**src/rtl/multicycle_ctrl.sv**
```systemverilog
// multicycle_ctrl: multi-cycle MIPS-subset main control FSM (IF/ID/EX/MEM/WB sequencing and datapath control decode)
module multicycle_ctrl (
  input  logic       clk,
  input  logic       reset,
  input  logic [5:0] OpCode,
  input  logic [5:0] Funct,
  input  logic       Zero,
  output logic       PCWrite,
  output logic       IorD,
  output logic       MemRead,
  output logic       MemWrite,
  output logic       IRWrite,
  output logic       RegWrite,
  output logic       ExtOp,
  output logic [1:0] RegDst,
  output logic [1:0] MemtoReg,
  output logic [1:0] ALUSrcA,
  output logic [1:0] ALUSrcB,
  output logic [1:0] PCSource,
  output logic [4:0] ALUCtrl,
  output logic       Sign,
  output logic [2:0] State
);
  localparam logic [2:0] S_IF = 3'd0, S_ID = 3'd1, S_EX = 3'd2, S_MEM = 3'd3, S_WB = 3'd4;
  logic [2:0] state, next_state;
  logic       r_type, r_alu, r_shift, r_jr, r_sign;
  logic       i_alu, i_sign, i_ext, is_lui, is_lw, is_sw, is_beq, is_j, is_jal;
  logic [4:0] r_ctrl, i_ctrl;
  logic       pc_write, mem_read, mem_write, ir_write, reg_write;
  assign r_type = OpCode == 6'h00;
  assign r_jr   = r_type && Funct == 6'h08;
  assign r_sign = Funct inside {6'h20, 6'h22, 6'h2A};
  assign i_sign = OpCode inside {6'h08, 6'h0A};
  assign i_ext  = OpCode inside {6'h08, 6'h09, 6'h0A, 6'h0B};
  assign is_lui = OpCode == 6'h0F;
  assign is_lw  = OpCode == 6'h23;
  assign is_sw  = OpCode == 6'h2B;
  assign is_beq = OpCode == 6'h04;
  assign is_j   = OpCode == 6'h02;
  assign is_jal = OpCode == 6'h03;
  always_comb begin
    r_alu   = 1'b1;
    r_shift = 1'b0;
    r_ctrl  = 5'd0;
    case (Funct)
      6'h20, 6'h21: r_ctrl = 5'd0;
      6'h22, 6'h23: r_ctrl = 5'd1;
      6'h24:        r_ctrl = 5'd2;
      6'h25:        r_ctrl = 5'd3;
      6'h26:        r_ctrl = 5'd4;
      6'h27:        r_ctrl = 5'd5;
      6'h2A, 6'h2B: r_ctrl = 5'd9;
      6'h00:        begin r_alu = 1'b0; r_shift = 1'b1; r_ctrl = 5'd6; end
      6'h02:        begin r_alu = 1'b0; r_shift = 1'b1; r_ctrl = 5'd7; end
      6'h03:        begin r_alu = 1'b0; r_shift = 1'b1; r_ctrl = 5'd8; end
      default:      r_alu = 1'b0;
    endcase
  end
  always_comb begin
    i_alu  = 1'b1;
    i_ctrl = 5'd0;
    case (OpCode)
      6'h08, 6'h09: i_ctrl = 5'd0;
      6'h0A, 6'h0B: i_ctrl = 5'd9;
      6'h0C:        i_ctrl = 5'd2;
      6'h0D:        i_ctrl = 5'd3;
      default:      i_alu = 1'b0;
    endcase
  end
  always_comb begin
    next_state = S_IF;
    pc_write   = 1'b0;
    mem_read   = 1'b0;
    mem_write  = 1'b0;
    ir_write   = 1'b0;
    reg_write  = 1'b0;
    IorD       = 1'b0;
    ExtOp      = 1'b0;
    RegDst     = 2'd0;
    MemtoReg   = 2'd0;
    ALUSrcA    = 2'd0;
    ALUSrcB    = 2'd0;
    PCSource   = 2'd0;
    ALUCtrl    = 5'd0;
    Sign       = 1'b0;
    case (state)
      S_IF: begin
        mem_read   = 1'b1;
        ir_write   = 1'b1;
        pc_write   = 1'b1;
        ALUSrcB    = 2'd1;
        next_state = S_ID;
      end
      S_ID: begin
        ALUSrcB    = 2'd3;
        ExtOp      = 1'b1;
        next_state = S_EX;
      end
      S_EX: begin
        if (r_type && (r_alu || r_shift)) begin
          ALUCtrl    = r_ctrl;
          Sign       = r_sign;
          ALUSrcA    = r_shift ? 2'd2 : 2'd1;
          ALUSrcB    = r_shift ? 2'd2 : 2'd0;
          ExtOp      = r_shift;
          next_state = S_WB;
        end else if (r_jr) begin
          PCSource = 2'd3;
          pc_write = 1'b1;
        end else if (i_alu) begin
          ALUCtrl    = i_ctrl;
          Sign       = i_sign;
          ExtOp      = i_ext;
          ALUSrcA    = 2'd1;
          ALUSrcB    = 2'd2;
          next_state = S_WB;
        end else if (is_lui) begin
          ALUSrcA    = 2'd3;
          ALUCtrl    = 5'd10;
          next_state = S_WB;
        end else if (is_lw || is_sw) begin
          ALUSrcA    = 2'd1;
          ALUSrcB    = 2'd2;
          ExtOp      = 1'b1;
          next_state = S_MEM;
        end else if (is_beq) begin
          ALUCtrl  = 5'd1;
          Sign     = 1'b1;
          ALUSrcA  = 2'd1;
          PCSource = 2'd1;
          pc_write = Zero;
        end else if (is_j || is_jal) begin
          PCSource  = 2'd2;
          pc_write  = 1'b1;
          reg_write = is_jal;
          RegDst    = is_jal ? 2'd2 : 2'd0;
          MemtoReg  = is_jal ? 2'd2 : 2'd0;
        end
      end
      S_MEM: begin
        IorD       = 1'b1;
        mem_read   = is_lw;
        mem_write  = is_sw;
        next_state = is_lw ? S_WB : S_IF;
      end
      S_WB: begin
        reg_write = 1'b1;
        RegDst    = r_type ? 2'd1 : 2'd0;
        MemtoReg  = is_lw ? 2'd1 : 2'd0;
      end
      default: next_state = S_IF;
    endcase
  end
  // reset must suppress every side effect in the cycle it is asserted
  assign PCWrite  = pc_write & ~reset;
  assign MemRead  = mem_read & ~reset;
  assign MemWrite = mem_write & ~reset;
  assign IRWrite  = ir_write & ~reset;
  assign RegWrite = reg_write & ~reset;
  assign State    = state;
  always_ff @(posedge clk)
    if (reset) state <= S_IF;
    else       state <= next_state;
endmodule

```
**config.mk**
```make
export PLATFORM = sky130hd
export DESIGN_NAME = multicycle_ctrl
export DESIGN_NICKNAME = d
export VERILOG_FILES = /design/src/rtl/multicycle_ctrl.sv
export SDC_FILE = /design/constraint.sdc
export NUM_CORES = 1
export LEC_CHECK = 0
export ABC_AREA = 0
export ABC_CLOCK_PERIOD_IN_PS = 2600
export CORE_AREA = 2 2 42 53
export CTS_CLUSTER_SIZE = 16
export DETAILED_ROUTE_END_ITERATION = 10
export DIE_AREA = 0 0 44 55
export PLACE_DENSITY = 0.81
export SYNTH_ARGS = -nofsm -noshare
export SYNTH_HDL_FRONTEND = slang
export SYNTH_SLANG_ARGS = --single-unit
export TNS_END_PERCENT = 1
```
**constraint.sdc**
```tcl
create_clock -name clk -period 2.6 [get_ports clk]
set_clock_uncertainty 0.05 [all_clocks]
set_input_delay 0.39 -clock clk [delete_from_list [all_inputs] [get_ports clk]]
set_output_delay 0.39 -clock clk [all_outputs]
set_load 0.05 [all_outputs]
```
# Word-level counts from Yosys, hierarchy flattened
# Cells that the tools add are included.
# word_totals
reg_bits	3
inputBits	15
output_inout_bits	26
elab_cells	140
# op_classes
eq_ne	29
n_mux	87
n_bitwise	6
n_reduce_logical	17
# op_table
cell	count
== test 6 bit (second input constant)	12
2-to-1 mux 2 bit	29
== test 6 x 4 -> 1 bit (second input constant)	8
2-to-1 mux 1 bit	38
case mux 4 bit (9 select lines)	1
== test 6 x 2 -> 1 bit (second input constant)	4
2-to-1 mux 5 bit	4
2-to-1 mux 3 bit	5
zero test 6 bit	2
case mux 3 bit (4 select lines)	1
case mux 4 bit (3 select lines)	1
OR reduction 10 bit	1
case mux 1 bit (2 select lines)	4
case mux 2 bit (2 select lines)	2
== test 3 x 2 -> 1 bit (second input constant)	2
== test 6 x 3 -> 1 bit (second input constant)	1
case mux 2 bit (3 select lines)	1
OR reduction 2 bit	3
OR reduction 6 bit	1
AND 1 bit	5
2-to-1 mux 4 bit	1
nonzero test 4 bit	1
== test 3 x 1 -> 1 bit (second input constant)	1
== test 3 bit (second input constant)	1
other kinds (7)	10

# Depth between registers and ports, before layout
# logic_depth
word_depth	11
ltp_mapped	6
ltp_nobuf	5

# Worst setup path before layout
# Ideal clock, no wire load.
# synth_timing
path_type	flip-flop to output port
from	register state[1] (netlist: State[1])
to	output MemWrite
arrival_time_ns	2.778
required_time_ns	2.160
path_slack_ns	-0.618
stages_incl_launch_ff	5
n_path_buf	0
path_cell_list	dfxtp_1 -> and2b_1 -> and2_1 -> nor3b_1 -> nor3b_1
# synth_via
elab_chain_len	3
# synth_lines
element	line_no	source
from (decl)	25	logic [2:0] state, next_state;
from (signal assigned)	163	else state <= next_state;
== test 3 x 2 -> 1 bit	86	case (state)
2-to-1 mux 1 bit	86	
AND 1 bit	157	assign MemWrite = mem_write & ~reset;
to (decl)	11	output logic MemWrite,
# No other way between the ends.

# Final worst setup path
# layout_timing
from	input Funct[4]
to	output PCWrite
# layout_via
elab_chain_len	8
# layout_lines
element	line_no	source
from (decl)	6	input logic [5:0] Funct,
== test 6 bit (tied with other cells)	45	case (Funct)
OR reduction 10 bit (no source line) / OR reduction 3 bit (equally long branches)	-	
2-to-1 mux 1 bit	45	
logical OR 1 bit	100	if (r_type && (r_alu || r_shift)) begin
logical AND 1 bit	100	
2-to-1 mux 1 bit *	100	
case mux 1 bit (2 select lines) *	86	
AND 1 bit *	155	assign PCWrite = pc_write & ~reset;
to (decl)	8	output logic PCWrite,
# Mark *: on every way between the ends. The rest lies on a longest branch, timed or not.

==> results.rst <==
.. list-table::
   :header-rows: 1

   * - Metric
     - Value
   * - Outcome
     - finished, final reports clean
   * - Final period util
     - 97.1%
   * - Deepest level of the CTS H-tree
     - 1
   * - Path type of the worst min-delay path
     - register to register
   * - Total Negative Setup Slacks
     - 0 ps
   * - I/O pin cnt
     - 41
   * - VDD IR max
     - 201 uV
   * - DRC
     - 0
   * - Routed len/inst
     - 16.7 um
   * - Longest Clk Path Bufs
     - 2
   * - Crit path time final
     - 2520 ps
   * - Dominant cell type by area after synthesis
     - sky130_fd_sc_hd__nor2_1
   * - CTS clk-pin slew, worst paths
     - 40 ps
   * - Flip-flop count of the largest register, all copies and words added
     - 3
   * - Most frequently used cell type in the post-synthesis netlist
     - sky130_fd_sc_hd__nor2_1
   * - Reg-to-reg critical path startpoint
     - State[2]
   * - Via count
     - 1,276
   * - Number of rows created at floorplan
     - 18
   * - Post-synth ARST share
     - 0%
   * - DRT Wirelength
     - between 3000 and 4000 um
   * - Total of endpoints with negative setup slack in the final report
     - 0
   * - Layout overhead on the synthesized area
     - 117%
   * - Effective utilization at floorplan
     - about two fifths
   * - Hold Path Cell Cnt
     - 2
   * - Top cell type's share of synthesized area
     - a little under a tenth
   * - Number of nets with antenna violations after detailed routing
     - 0
   * - Arrival time at the worst endpoint
     - roughly 2100 ps
   * - Upper clock frequency limit
     - about 400 MHz
   * - Top cells by count, synth
     - sky130_fd_sc_hd__nor2_1 (18), sky130_fd_sc_hd__a21oi_1 (11), sky130_fd_sc_hd__nand2_1 (11), sky130_fd_sc_hd__o21ai_0 (10), sky130_fd_sc_hd__nor3_1 (6)
   * - Number of instances in the synthesized netlist
     - 123
   * - Height of the die
     - about 55 um
   * - Worst hold slack
     - roughly 560 ps
   * - Adder and majority gate portion of the synthesized area
     - 0%
   * - Net count after synthesis
     - 138
   * - Slew headroom
     - 65.8%
   * - Post-DP HPWL
     - around 2500 um
   * - Critical Path Fanout Max
     - 4
   * - Yosys warnings
     - 0
   * - Syn Area/Cell
     - a little over 6 sq um
   * - Area of the die
     - 0.00242 sq mm
   * - Endpoint of the lowest-slack register-to-register path
     - State[1]
   * - Antenna diode instance count
     - 0
   * - Number of buffers created by CTS
     - 3
   * - Yosys reg bits
     - 3
   * - Core area
     - 0.00194 sq mm
   * - Clock root buffer
     - sky130_fd_sc_hd__clkbuf_4
   * - Kind of critical path
     - primary input to primary output
   * - Buffers on Ports
     - 39
   * - Total number of nets in the final design
     - 204
   * - Mux contribution to synthesized area
     - 0%
   * - Power, Total
     - 401 uW
   * - Setup slack at placement
     - -208 ps
   * - First-pass GRT wire length
     - 5400 um
   * - Kind of end point of the critical path
     - primary output
   * - Critical Path Source Type
     - primary input
   * - Synthesized area
     - about 750 sq um
   * - Final GP Congestion
     - 0.928
   * - Number of clock sinks seen by CTS
     - 3
   * - Final Max Tran Viols
     - 0
   * - Depth of the most critical reg-to-reg path
     - 5
   * - Detailed-router iteration count before antenna repair
     - 4
   * - Cells taking the most area after synthesis
     - sky130_fd_sc_hd__nor2_1 (9.0%), sky130_fd_sc_hd__dfxtp_1 (8.0%), sky130_fd_sc_hd__a21oi_1 (7.4%)
   * - Primary FF master, synth
     - sky130_fd_sc_hd__dfxtp_1
   * - Number of global-route vias before repair
     - 1,194
   * - Proportion of layout cells with a drive suffix above 1
     - 38.3%
   * - Total power density per cell area
     - 248 mW/mm^2
   * - Combinational family with the most area after synthesis
     - simple AND/OR/NAND/NOR gates
   * - Final standard cell utilization of the core
     - ~84%
   * - Unique masters post-synth
     - 40
   * - Via density per instance
     - 6.13
   * - Unrepaired setup endpoints after global routing
     - yes
   * - Flop2flop setup slack
     - 910 ps
   * - Part of the Yosys area used for sequential elements
     - slightly above 8%
   * - Count of flip-flops with a built-in enable after synthesis
     - 0
   * - Simple-gate share of the synthesized area
     - 51.1%
   * - Total of max-cap violations
     - 0
   * - Initial antenna violation count
     - 0
   * - Global-route usage over all layers
     - between 20 and 30%
   * - Reported leakage power
     - roughly 0.67 nW
   * - Compound-cell area share of the yosys netlist
     - between 30% and 40%
   * - Endpoint with the worst hold slack
     - State[0]
   * - Insertion delay of the later-clocked pin in the worst-skew pair
     - 250 ps
   * - Maximum number of pins on one net before global-route repair
     - 13
   * - TritonCTS clock tree
     - built
   * - Final worst setup slack
     - 75.3 ps
   * - Die outline width
     - 44 um
   * - Worst Tran Pin Value
     - ~510 ps
   * - First-iteration detailed-routing DRC count
     - 52
   * - XOR/XNOR Fraction of Synth Area
     - 0%
   * - Remaining global-route overflow
     - 0
   * - Number of hold violations in the final report
     - 0
   * - Required time of the critical path
     - 2160 ps
   * - Hold_sp
     - State[1]
-- kinds of logic (layout without fill, tap and decap cells) --
| group | Yosys count | after routing |
|---|---|---|
| and+or+nand+nor | 70 | 70 |
| AOI/OAI and AO/OA | 36 | 36 |
| buffers and inverters | 13 | 78 |
| DFF | 3 | 3 |
| other | 1 | 1 |
-- cell usage in the layout (no fill, tap or decap), types with 4 or more instances in the layout --
cell type	n
sky130_fd_sc_hd__buf_4	33
sky130_fd_sc_hd__buf_12	17
sky130_fd_sc_hd__nand4_1	4
sky130_fd_sc_hd__nand2_1	10
sky130_fd_sc_hd__nor2b_1	4
sky130_fd_sc_hd__a21oi_1	9
sky130_fd_sc_hd__clkdlybuf4s50_1	10
sky130_fd_sc_hd__dlygate4sd2_1	7
sky130_fd_sc_hd__o21ai_0	8
sky130_fd_sc_hd__nor3_1	5
sky130_fd_sc_hd__inv_1	5
sky130_fd_sc_hd__nor2_1	18
-- critical path: stages --
cell and delay [ps]:
sky130_fd_sc_hd__clkdlybuf4s50_1 500, sky130_fd_sc_hd__nor2_1 170, sky130_fd_sc_hd__and3_1 220, sky130_fd_sc_hd__nor2b_1 140, sky130_fd_sc_hd__o21ai_0 130, sky130_fd_sc_hd__a221oi_2 340
sky130_fd_sc_hd__buf_12 180
-- layer usage --
layer / vias up / global-route usage [%] / wire length, um
met4: 0 / 17.7 / 175
met3: 25 / 2.60 / 272
met2: 88 / 52.5 / 1760
met5: - / 0 / 0
met1: 578 / 35.0 / 1260
li1: 585 / - / -
-- where the power goes --
group	switching, mW	internal [mW]	total [mW]
Combinational	0.147	0.112	0.260
Clock	0.0307	0.0580	0.0887
Sequential	0.00406	0.0491	0.0531
Total	0.182	0.219	0.401
-- what timing repair did --
| action | in CTS | in global routing |
|---|---|---|
| resized for setup | 21 | 6 |
| endpoints found under the setup margin | 11 | 11 |
| setup buffers | 1 | 1 |
| pin swaps | 8 | 4 |
| hold buffers | 0 | 0 |
-- through the flow --
stage | instance area (sq um) | instances
3_3_place_gp | 1520 | 202
4_1_cts | 1600 | 207
2_1_floorplan | 771 | 123
5_1_grt | 1620 | 208
6_report | 1620 | 208
3_5_place_dp | 1520 | 202
-- worst max-delay path by stage --
stage	start	to	slack (ps)	cells after the start
floorplan	OpCode[4]	ExtOp	-400	6
global placement	Funct[3]	ALUCtrl[3]	-130	7
detailed placement	OpCode[2]	ALUCtrl[0]	-210	8
CTS	OpCode[3]	ALUCtrl[1]	50	8
global route	Funct[4]	PCWrite	-40	7
finish	Funct[4]	PCWrite	80	7
-- cell type report --
type                    instances  area (sq um)
well taps                      20          25.0
inverters                       5          18.8
fillers                       110           315
clock buffers                   4          26.3
multi-input cells             107           724
repair buffers                 69           767
flip-flops and latches          3          60.1
(Power assumes the default switching activity.)
